$ cat config.mk
export PLATFORM = sky130hd
export DESIGN_NAME = disp_mode_mux
export DESIGN_NICKNAME = d
export VERILOG_FILES = /design/src/rtl/disp_mode_mux.sv
export SDC_FILE = /design/constraint.sdc
export NUM_CORES = 1
export LEC_CHECK = 0
export CAP_MARGIN = 20
export CORE_MARGIN = 2
export CORE_UTILIZATION = 42
export DETAILED_ROUTE_END_ITERATION = 8
export PLACE_DENSITY = 0.75
export SYNTH_ARGS = -nofsm -noshare
export SYNTH_HDL_FRONTEND = slang
export SYNTH_SLANG_ARGS = --single-unit
$ cat constraint.sdc
create_clock -name clk -period 3 [get_ports clk]
set_clock_uncertainty 0.05 [all_clocks]
set_input_delay 0.3 -clock clk [delete_from_list [all_inputs] [get_ports clk]]
set_output_delay 0.3 -clock clk [all_outputs]
set_load 0.1 [all_outputs]
$ cat src/rtl/disp_mode_mux.sv
// disp_mode_mux: registered display-mode selector between the BCD time counters
// and the 4-digit seven-segment scan driver.
//
// Modes (advanced by mode_btn, auto-return to HHMM after TIMEOUT_TICKS idle
// seconds):
//   0 HHMM : hours/minutes, optional blanking of a leading hour zero
//   1 MMSS : minutes/seconds, colon steady on
//   2 12H  : A/P indicator, blank, 12-hour converted hour
//
// Ports:
//   clk       system clock
//   rst       synchronous active-high reset
//   mode_btn  one-cycle debounced pulse, advances the display mode
//   tick_1hz  one-cycle 1 Hz enable
//   sec0/sec1, min0/min1, hour0/hour1  BCD time digits (ones/tens)
//   dig0..dig3  registered digit codes, dig3 leftmost
//   mode      current mode (0=HHMM, 1=MMSS, 2=12H)
//   colon     colon segment enable
//   pm        high when the current hour is 12..23 (any mode)
module disp_mode_mux #(
    parameter int unsigned BCD_W         = 4,
    parameter int unsigned TIMEOUT_TICKS = 10,
    parameter bit          LZ_BLANK      = 1'b0,
    parameter int unsigned CODE_A        = 10,
    parameter int unsigned CODE_P        = 11,
    parameter int unsigned CODE_BLANK    = 15
) (
    input  logic             clk,
    input  logic             rst,
    input  logic             mode_btn,
    input  logic             tick_1hz,
    input  logic [BCD_W-1:0] sec0,
    input  logic [BCD_W-1:0] sec1,
    input  logic [BCD_W-1:0] min0,
    input  logic [BCD_W-1:0] min1,
    input  logic [BCD_W-1:0] hour0,
    input  logic [BCD_W-1:0] hour1,
    output logic [BCD_W-1:0] dig0,
    output logic [BCD_W-1:0] dig1,
    output logic [BCD_W-1:0] dig2,
    output logic [BCD_W-1:0] dig3,
    output logic [1:0]       mode,
    output logic             colon,
    output logic             pm
);

    typedef enum logic [1:0] {
        StHhmm = 2'd0,
        StMmss = 2'd1,
        St12h  = 2'd2,
        StBad  = 2'd3
    } mode_e;

    // A zero-tick timeout still needs a 1-bit counter to keep the logic legal.
    localparam int unsigned CntW = (TIMEOUT_TICKS > 0) ? $clog2(TIMEOUT_TICKS + 1) : 1;
    localparam logic [CntW-1:0] CntLast =
        CntW'((TIMEOUT_TICKS > 0) ? TIMEOUT_TICKS - 1 : 0);

    localparam logic [BCD_W-1:0] DigA     = BCD_W'(CODE_A);
    localparam logic [BCD_W-1:0] DigP     = BCD_W'(CODE_P);
    localparam logic [BCD_W-1:0] DigBlank = BCD_W'(CODE_BLANK);

    mode_e            mode_q, mode_d;
    logic [CntW-1:0]  cnt_q, cnt_d;
    logic             timeout_hit;
    logic [BCD_W-1:0] dig0_q, dig0_d;
    logic [BCD_W-1:0] dig1_q, dig1_d;
    logic [BCD_W-1:0] dig2_q, dig2_d;
    logic [BCD_W-1:0] dig3_q, dig3_d;
    logic             colon_q, colon_d;
    logic             pm_q, pm_d;

    // Hour decode shared by the 12H digits and the pm flag.
    logic       hour_ok;
    logic [4:0] hour_bin;
    logic [4:0] hour12;
    logic       hour12_tens;
    logic [4:0] hour12_ones;

    //--------------------------------------------------------------------------
    // Timeout counter
    //--------------------------------------------------------------------------
    always_comb begin
        cnt_d       = cnt_q;
        timeout_hit = 1'b0;
        if (mode_btn || (mode_q != StMmss && mode_q != St12h) || TIMEOUT_TICKS == 0) begin
            cnt_d = '0;
        end else if (tick_1hz) begin
            if (cnt_q == CntLast) begin
                cnt_d       = '0;
                timeout_hit = 1'b1;
            end else begin
                cnt_d = cnt_q + 1'b1;
            end
        end
    end

    //--------------------------------------------------------------------------
    // Mode next-state; mode_btn has priority over the timeout
    //--------------------------------------------------------------------------
    always_comb begin
        mode_d = mode_q;
        unique case (mode_q)
            StHhmm: if (mode_btn) mode_d = StMmss;
            StMmss: begin
                if (mode_btn) begin
                    mode_d = St12h;
                end else if (timeout_hit) begin
                    mode_d = StHhmm;
                end
            end
            St12h: begin
                if (mode_btn || timeout_hit) begin
                    mode_d = StHhmm;
                end
            end
            StBad:  mode_d = StHhmm;
        endcase
    end

    //--------------------------------------------------------------------------
    // 24h -> 12h conversion
    //--------------------------------------------------------------------------
    always_comb begin
        hour_bin    = 5'(hour1) * 5'd10 + 5'(hour0);
        hour_ok     = (hour1 <= BCD_W'(2)) && (hour0 <= BCD_W'(9)) && (hour_bin <= 5'd23);
        hour12      = hour_bin;
        if (hour_bin == 5'd0) begin
            hour12 = 5'd12;
        end else if (hour_bin > 5'd12) begin
            hour12 = hour_bin - 5'd12;
        end
        hour12_tens = (hour12 >= 5'd10);
        hour12_ones = hour12_tens ? (hour12 - 5'd10) : hour12;
        pm_d        = hour_ok && (hour_bin >= 5'd12);
    end

    //--------------------------------------------------------------------------
    // Digit selection, keyed on the mode being loaded this edge
    //--------------------------------------------------------------------------
    always_comb begin
        dig3_d = hour1;
        dig2_d = hour0;
        dig1_d = min1;
        dig0_d = min0;
        if (LZ_BLANK && hour1 == '0) begin
            dig3_d = DigBlank;
        end
        unique case (mode_d)
            StMmss: begin
                dig3_d = min1;
                dig2_d = min0;
                dig1_d = sec1;
                dig0_d = sec0;
            end
            St12h: begin
                if (!hour_ok) begin
                    dig3_d = DigBlank;
                    dig2_d = DigBlank;
                    dig1_d = DigBlank;
                    dig0_d = DigBlank;
                end else begin
                    dig3_d = pm_d ? DigP : DigA;
                    dig2_d = DigBlank;
                    dig1_d = BCD_W'(hour12_tens);
                    dig0_d = BCD_W'(hour12_ones);
                    if (LZ_BLANK && !hour12_tens) begin
                        dig1_d = DigBlank;
                    end
                end
            end
            default: ;  // HHMM (and the unreachable encoding) use the defaults
        endcase
    end

    //--------------------------------------------------------------------------
    // Colon: steady in MMSS, restarts from 1 when leaving it, else blinks
    //--------------------------------------------------------------------------
    always_comb begin
        colon_d = colon_q;
        if (mode_d == StMmss || mode_q == StMmss) begin
            colon_d = 1'b1;
        end else if (tick_1hz) begin
            colon_d = ~colon_q;
        end
    end

    //--------------------------------------------------------------------------
    // State registers
    //--------------------------------------------------------------------------
    always_ff @(posedge clk) begin
        if (rst) begin
            mode_q  <= StHhmm;
            cnt_q   <= '0;
            dig0_q  <= '0;
            dig1_q  <= '0;
            dig2_q  <= '0;
            dig3_q  <= '0;
            colon_q <= 1'b1;
            pm_q    <= 1'b0;
        end else begin
            mode_q  <= mode_d;
            cnt_q   <= cnt_d;
            dig0_q  <= dig0_d;
            dig1_q  <= dig1_d;
            dig2_q  <= dig2_d;
            dig3_q  <= dig3_d;
            colon_q <= colon_d;
            pm_q    <= pm_d;
        end
    end

    assign mode  = mode_q;
    assign dig0  = dig0_q;
    assign dig1  = dig1_q;
    assign dig2  = dig2_q;
    assign dig3  = dig3_q;
    assign colon = colon_q;
    assign pm    = pm_q;

endmodule

### Word level (Yosys, flattened, before mapping)

Index checks and enable logic that the tools add are counted.

* add/subtract/negate cells: 4
* reductions and logical operators: 11
* mux-type cells: 20
* bitwise operators: 1
* multipliers: 1
* $lt $le $gt $ge: 6
* equality and inequality tests: 8

Operators with widths (number)
* $pmux 4 s2: 4
* $mux 4: 4
* $ge 5x4->1 const B: 2
* $mux 5: 2
* $mux 2: 4
* $pmux 2 s4: 1
* $eq 2x2->1 const B: 3
* $add 5x4->5: 1
* $gt 5x4->1 const B: 1
* $le 5x5->1 const B: 1
* $logic_not 5->1: 1
* $sub 5x4->5 const B: 1
* $add 4x1->4 const B: 1
* $eq 2x1->1 const B: 2
* $eq 4x4->1 const B: 1
* $le 4x2->1 const B: 1
* $le 4x4->1 const B: 1
* $logic_and 1x1->1: 4
* $mul 4x3->4 const B: 1
* $mux 1: 4
* $reduce_or 2->1: 2
* $sub 4x4->4 const B: 1
* $logic_or 1x1->1: 3
* $mux 3: 1
* other kinds (4): 4

* word-level logic and storage cells: 59
* output and inout port bits: 20
* input bits: 28
* bits in registers: 24

### Logic depth before layout (Yosys ltp)

* depth in word-level cells: 10
* mapped depth: 15
* mapped depth without buffers: 14

### Worst setup path after synthesis

OpenSTA, ideal clock, no wires.

* path type: reg-to-reg
* start: register mode_q[0], in the netlist mode[0]
* end: register dig3_q[1], in the netlist dig3[1]
* setup slack: -486 ps
* clock period less this slack: 3486 ps
* buffers on the path: 2
* required time: 2817 ps
* stages on the path, launching flop included: 16
* setup time: 133 ps
* arrival time: 3302 ps
* path through: dfxtp_1 inv_1 ha_1 nor2b_1 nand2_1 or4_1 nand2_1 o21ai_0 o31ai_1 inv_1 ha_1 buf_2 or2_2 clkbuf_1 a21oi_1 nor3_1

* cells in the longest elaborated chain, start to end: 9
* elaborated cells on any way between the ends: 18
* those cells by class: eq/ne (7); mux (7); reduce/logical (4)

Ends and longest elaborated chain
* from (decl): RTL line 63 `mode_e mode_q, mode_d;`
* from (signal assigned): RTL line 193 `mode_q <= StHhmm;`
* from (signal assigned): RTL line 202 `mode_q <= mode_d;`
* $ne 2x1->1 or $ne 2x2->1 (tied branches): RTL line 86 `if (mode_btn || (mode_q != StMmss && mode_q != St12h) || TIMEOUT_TICKS == 0) begin`
* $logic_and 1x1->1: RTL line 86
* $logic_or 1x1->1: RTL line 86
* $mux 1: RTL line 86
* $mux 2 or $logic_or 1x1->1 (tied branches): RTL line 108, 113
* $mux 2 (on tied branches): RTL line 106, 113
* $pmux 2 s4 *: RTL line 103 `unique case (mode_q)`
* net mode_d[1]: RTL line 63
* $eq 2x2->1 or $eq 2x1->1 (tied branches): RTL line 149 `unique case (mode_d)`
* $pmux 4 s2 *: RTL line 149
* to (signal assigned): RTL line 207 `dig3_q <= dig3_d;`
* to (decl): RTL line 69 `logic [BCD_W-1:0] dig3_q, dig3_d;`

The timed path passes the listed nets; every way through them passes the cells marked *.
A chain may end at the register's enable or synchronous reset.

### Worst setup path in the final report

* start: input port hour1[0]
* end: register dig0_q[1], in the netlist dig0[1]

* cells in the longest elaborated chain, start to end: 9
* elaborated cells on any way between the ends: 16
* those cells by class: add/sub (3); mul (1); order compare (4); mux (5); reduce/logical (3)

Ends and longest elaborated chain
* from (decl): RTL line 37 `input logic [BCD_W-1:0] hour1,`
* $mul 4x3->4: RTL line 125 `hour_bin = 5'(hour1) * 5'd10 + 5'(hour0);`
* $add 5x4->5: RTL line 125
* $sub 5x4->5 or $gt 5x4->1 (tied branches): RTL line 131, 130
* $mux 5: RTL line 130 `end else if (hour_bin > 5'd12) begin`
* $mux 5: RTL line 128 `if (hour_bin == 5'd0) begin`
* $sub 4x4->4 or $ge 5x4->1 (tied branches): RTL line 134, 133
* $mux 4: RTL line 134 `hour12_ones = hour12_tens ? (hour12 - 5'd10) : hour12;`
* $mux 4 *: RTL line 157 `if (!hour_ok) begin`
* $pmux 4 s2 *: RTL line 149
* to (signal assigned): RTL line 204 `dig0_q <= dig0_d;`
* to (decl): RTL line 66 `logic [BCD_W-1:0] dig0_q, dig0_d;`

Every way passes the cells marked *; elsewhere a longest branch is shown, timed or not.

==> results by group <==
Critical path
  • Critical path arrival: between 2000 and 3000 ps
  • Worst-path maximum fanout: 4
  • Setup crit start kind: primary input
  • CP peak stage delay: ~380 ps
  • Critical path, cell by cell: dlygate4sd2_1 > ha_2 > fa_2 > xor2_4 > inv_2 > ha_1 > nor3b_1 > nand2b_1 > a21oi_2 > ha_2 > buf_4 > o211a_1 > a21o_1 > a211oi_2
  • Worst Setup End Kind: register
  • Most used cell, CP: ha_2
  • Slowest library cell on the worst path: fa_2
  • Critical path class: in2reg
  • Req. time, crit path: 3140 ps

Detailed routing
  • DR pass1 iterations: 4
  • Final antenna-violating net count: 0
  • Iteration-0 DRC Markers: 116
  • Vias per inst: 5.11
  • Via count: 1565
  • DRC: 0
  • Final WL: 4090 um
  • DR WL/cell: about 13 um

CTS
  • Cts bufs inserted: 3
  • Clock Sinks: 24
  • Later-pin clock latency in the skew report: approximately 260 ps
  • Hold-fix buffers, CTS: 0
  • CTS tree: yes
  • Root Driver: clkbuf_8
  • H-tree depth: 1
  • Deepest clock path buffer count: 2
  • Clock Pin Slew Worst Setup and Hold Paths: around 80 ps

Place
  • Port buffer count: 47
  • Dpl cells: just under 300
  • HPWL after detailed placement: 3190 um
  • Gpl congestion: around 0.9

Global routing
  • Global-route wire length before repair: 7060 um
  • Largest net degree at the start of global routing: 15
  • GRT Overall Usage: 0.210
  • Vias in the first global route: 1559
  • Grt ovf: 0
  • Initial antenna violation count: 0

Timing
  • Hold Fails Final Rpt: 0
  • FMAX: roughly 0.35 GHz
  • Worst Tran Pin Value: 960 ps
  • Max Slew Vio Count: 0
  • Period utilization: 0.952
  • Post-route setup TNS: 0 ps
  • Final Setup Violations: 0
  • Fin crit period: 2850 ps
  • Rel. slew slack: 0.358

Floorplanning
  • Row count: 22
  • Core area: 3630 um2
  • Die X: 65.4 um
  • Initial Utilization: 0.435
  • Die H: roughly 65 um
  • Die Footprint: ~4300 um2
  • I/O pin count: between 40 and 50

Cells and area
  • Ratio of cells with drive above 1 in the final layout: 0.298
  • Fin nets: 302
  • Area growth, synth to finish: 52.5%
  • Final Non-Filler Cells: 306
  • Ant. Diodes: 0

Power and ir drop
  • Leakage dissipation: 1.06 nW
  • Pwr/cell area: between 500 and 600 nW/um2
  • Max rail drop VDD: 0.216 mV

Synth
  • Ys Warns: 0
  • Avg Cell Area, Syn: between 8 and 9 um2
  • Ys flop type: dfxtp_1
  • Synth Net Count: 227
  • Seq cells post-synth: 24
  • Post-Synthesis Cells: around 180
  • Async SR Flop Fraction: 0
  • Synth cell types: 51
  • Register area share after synthesis: 0.304
  • Post-Syn Area: 1580 um2
  • Post-synth EDFFs: 0

Outcome
  • Status: complete, no violations

Hold path
  • Worst min path class: in2reg

Job
  • MaxCap Viol Count: 0
==> path summary, 6_finish.rpt <==
check	start	endpoint	slack [ps]	cells past startpoint
max	hour1[0]	dig0[1]	150	14
min	hour0[1]	dig2[1]	430	3
max reg2reg	mode[0]	dig2[0]	220	12
min reg2reg	cnt_q[3]	cnt_q[3]	440	2
==> area by class of cell <==
cell class	count	area, um2
Sequential cell	24	488
Timing Repair Buffer	78	667
Inverter	16	60.1
Fill cell	316	1220
Multi-Input combinational cell	136	1080
Tap cell	48	60.1
Clock buffer	4	55.1
==> critical path: cells and delay by family <==
family                     cells  cell delay (ps)
adders and majority gates      4              910
buffers and inverters          3              470
and+or+nand+nor                2              440
AOI/OAI and AO/OA              4              660
xor gates and xnor gates       1              210
==> synthesized netlist by cell type, types with 2 or more instances <==
cell type,instances,share of area
a22oi_1,2,0.0095
nor4_1,2,0.0079
nor3_1,7,0.022
a21o_1,3,0.014
nor2_1,11,0.026
inv_1,15,0.036
o21ai_0,7,0.022
a21oi_1,17,0.054
or2_2,2,0.0079
nor3b_1,4,0.019
nand2_1,15,0.036
nand2b_1,2,0.0079
ha_1,14,0.11
or4_1,2,0.0095
a211oi_1,2,0.0095
nand3_1,3,0.0095
dfxtp_1,24,0.30
a221oi_1,5,0.028
xor2_1,2,0.011
clkbuf_1,7,0.017
nor2b_1,8,0.032
==> stage by stage <==
stage	util	hold slack [ps]	setup WS, ps	total power (W)	cell area [um2]
detailed placement	0.620	433	-501	0.00104	2250
global route	0.664	448	-0.168	0.00137	2410
floorplan	-	354	52.8	0.000830	1590
finish	0.664	428	145	0.00130	2410
global placement	0.620	426	-378	0.00103	2250
CTS	0.655	432	127	0.00129	2380
==> per-layer routing <==
| layer | part of all wire | global-route usage | vias to the layer above |
|---|---|---|---|
| met2 | 0.52 | 0.379 | 26 |
| met5 | 0 | 0 | - |
| met4 | 0.012 | 0.0625 | 0 |
| li1 | - | - | 802 |
| met1 | 0.44 | 0.261 | 731 |
| met3 | 0.025 | 0.0223 | 6 |
==> cells by family after synthesis <==
family	synth area share
flops	0.304
mux	0.00870
compound gates	0.256
fa+ha+maj	0.123
xor+xnor	0.0411
simple gates	0.209
buf+inv	0.0577
==> state kept, by name, indices dropped and copies added, names as in the netlist <==
register	cells
dig0	4
dig2	4
pm	1
colon	1
dig1	4
cnt_q	4
mode	2
dig3	4
==> cells in the final DEF, fill, tap and decap left out, drive strengths merged, types with 2 or more instances in the layout <==
cell type and count:
buf 46, clkdlybuf4s50 27, dfxtp 24, a21oi 18, inv 16, nand2 16
ha 14, nor2 11, nor2b 8, o21ai 8, nor3 7, a221oi 6
clkbuf 4, nor3b 4, nand3 3, a21o 3, dlygate4sd2 3, a211oi 3
xor2 3, or4 2, nand2b 2, or2 2, a22oi 2, dlymetal6s2s 2
and2b 2, nor4 2, a311oi 2
==> what timing repair did <==
action	in CTS	in global routing
resized for setup	14	5
endpoints found under the setup margin	4	8
setup buffers	2	2
pin swaps	6	5
==> report_power, final <==
group | leakage, nW | switching [W] | internal, W
Sequential | 0.199 | 0.0000102 | 0.000348
Clock | 0.0288 | 0.0000992 | 0.000117
Combinational | 0.831 | 0.000452 | 0.000270
Note: power is estimated with default switching activity, not from simulation.
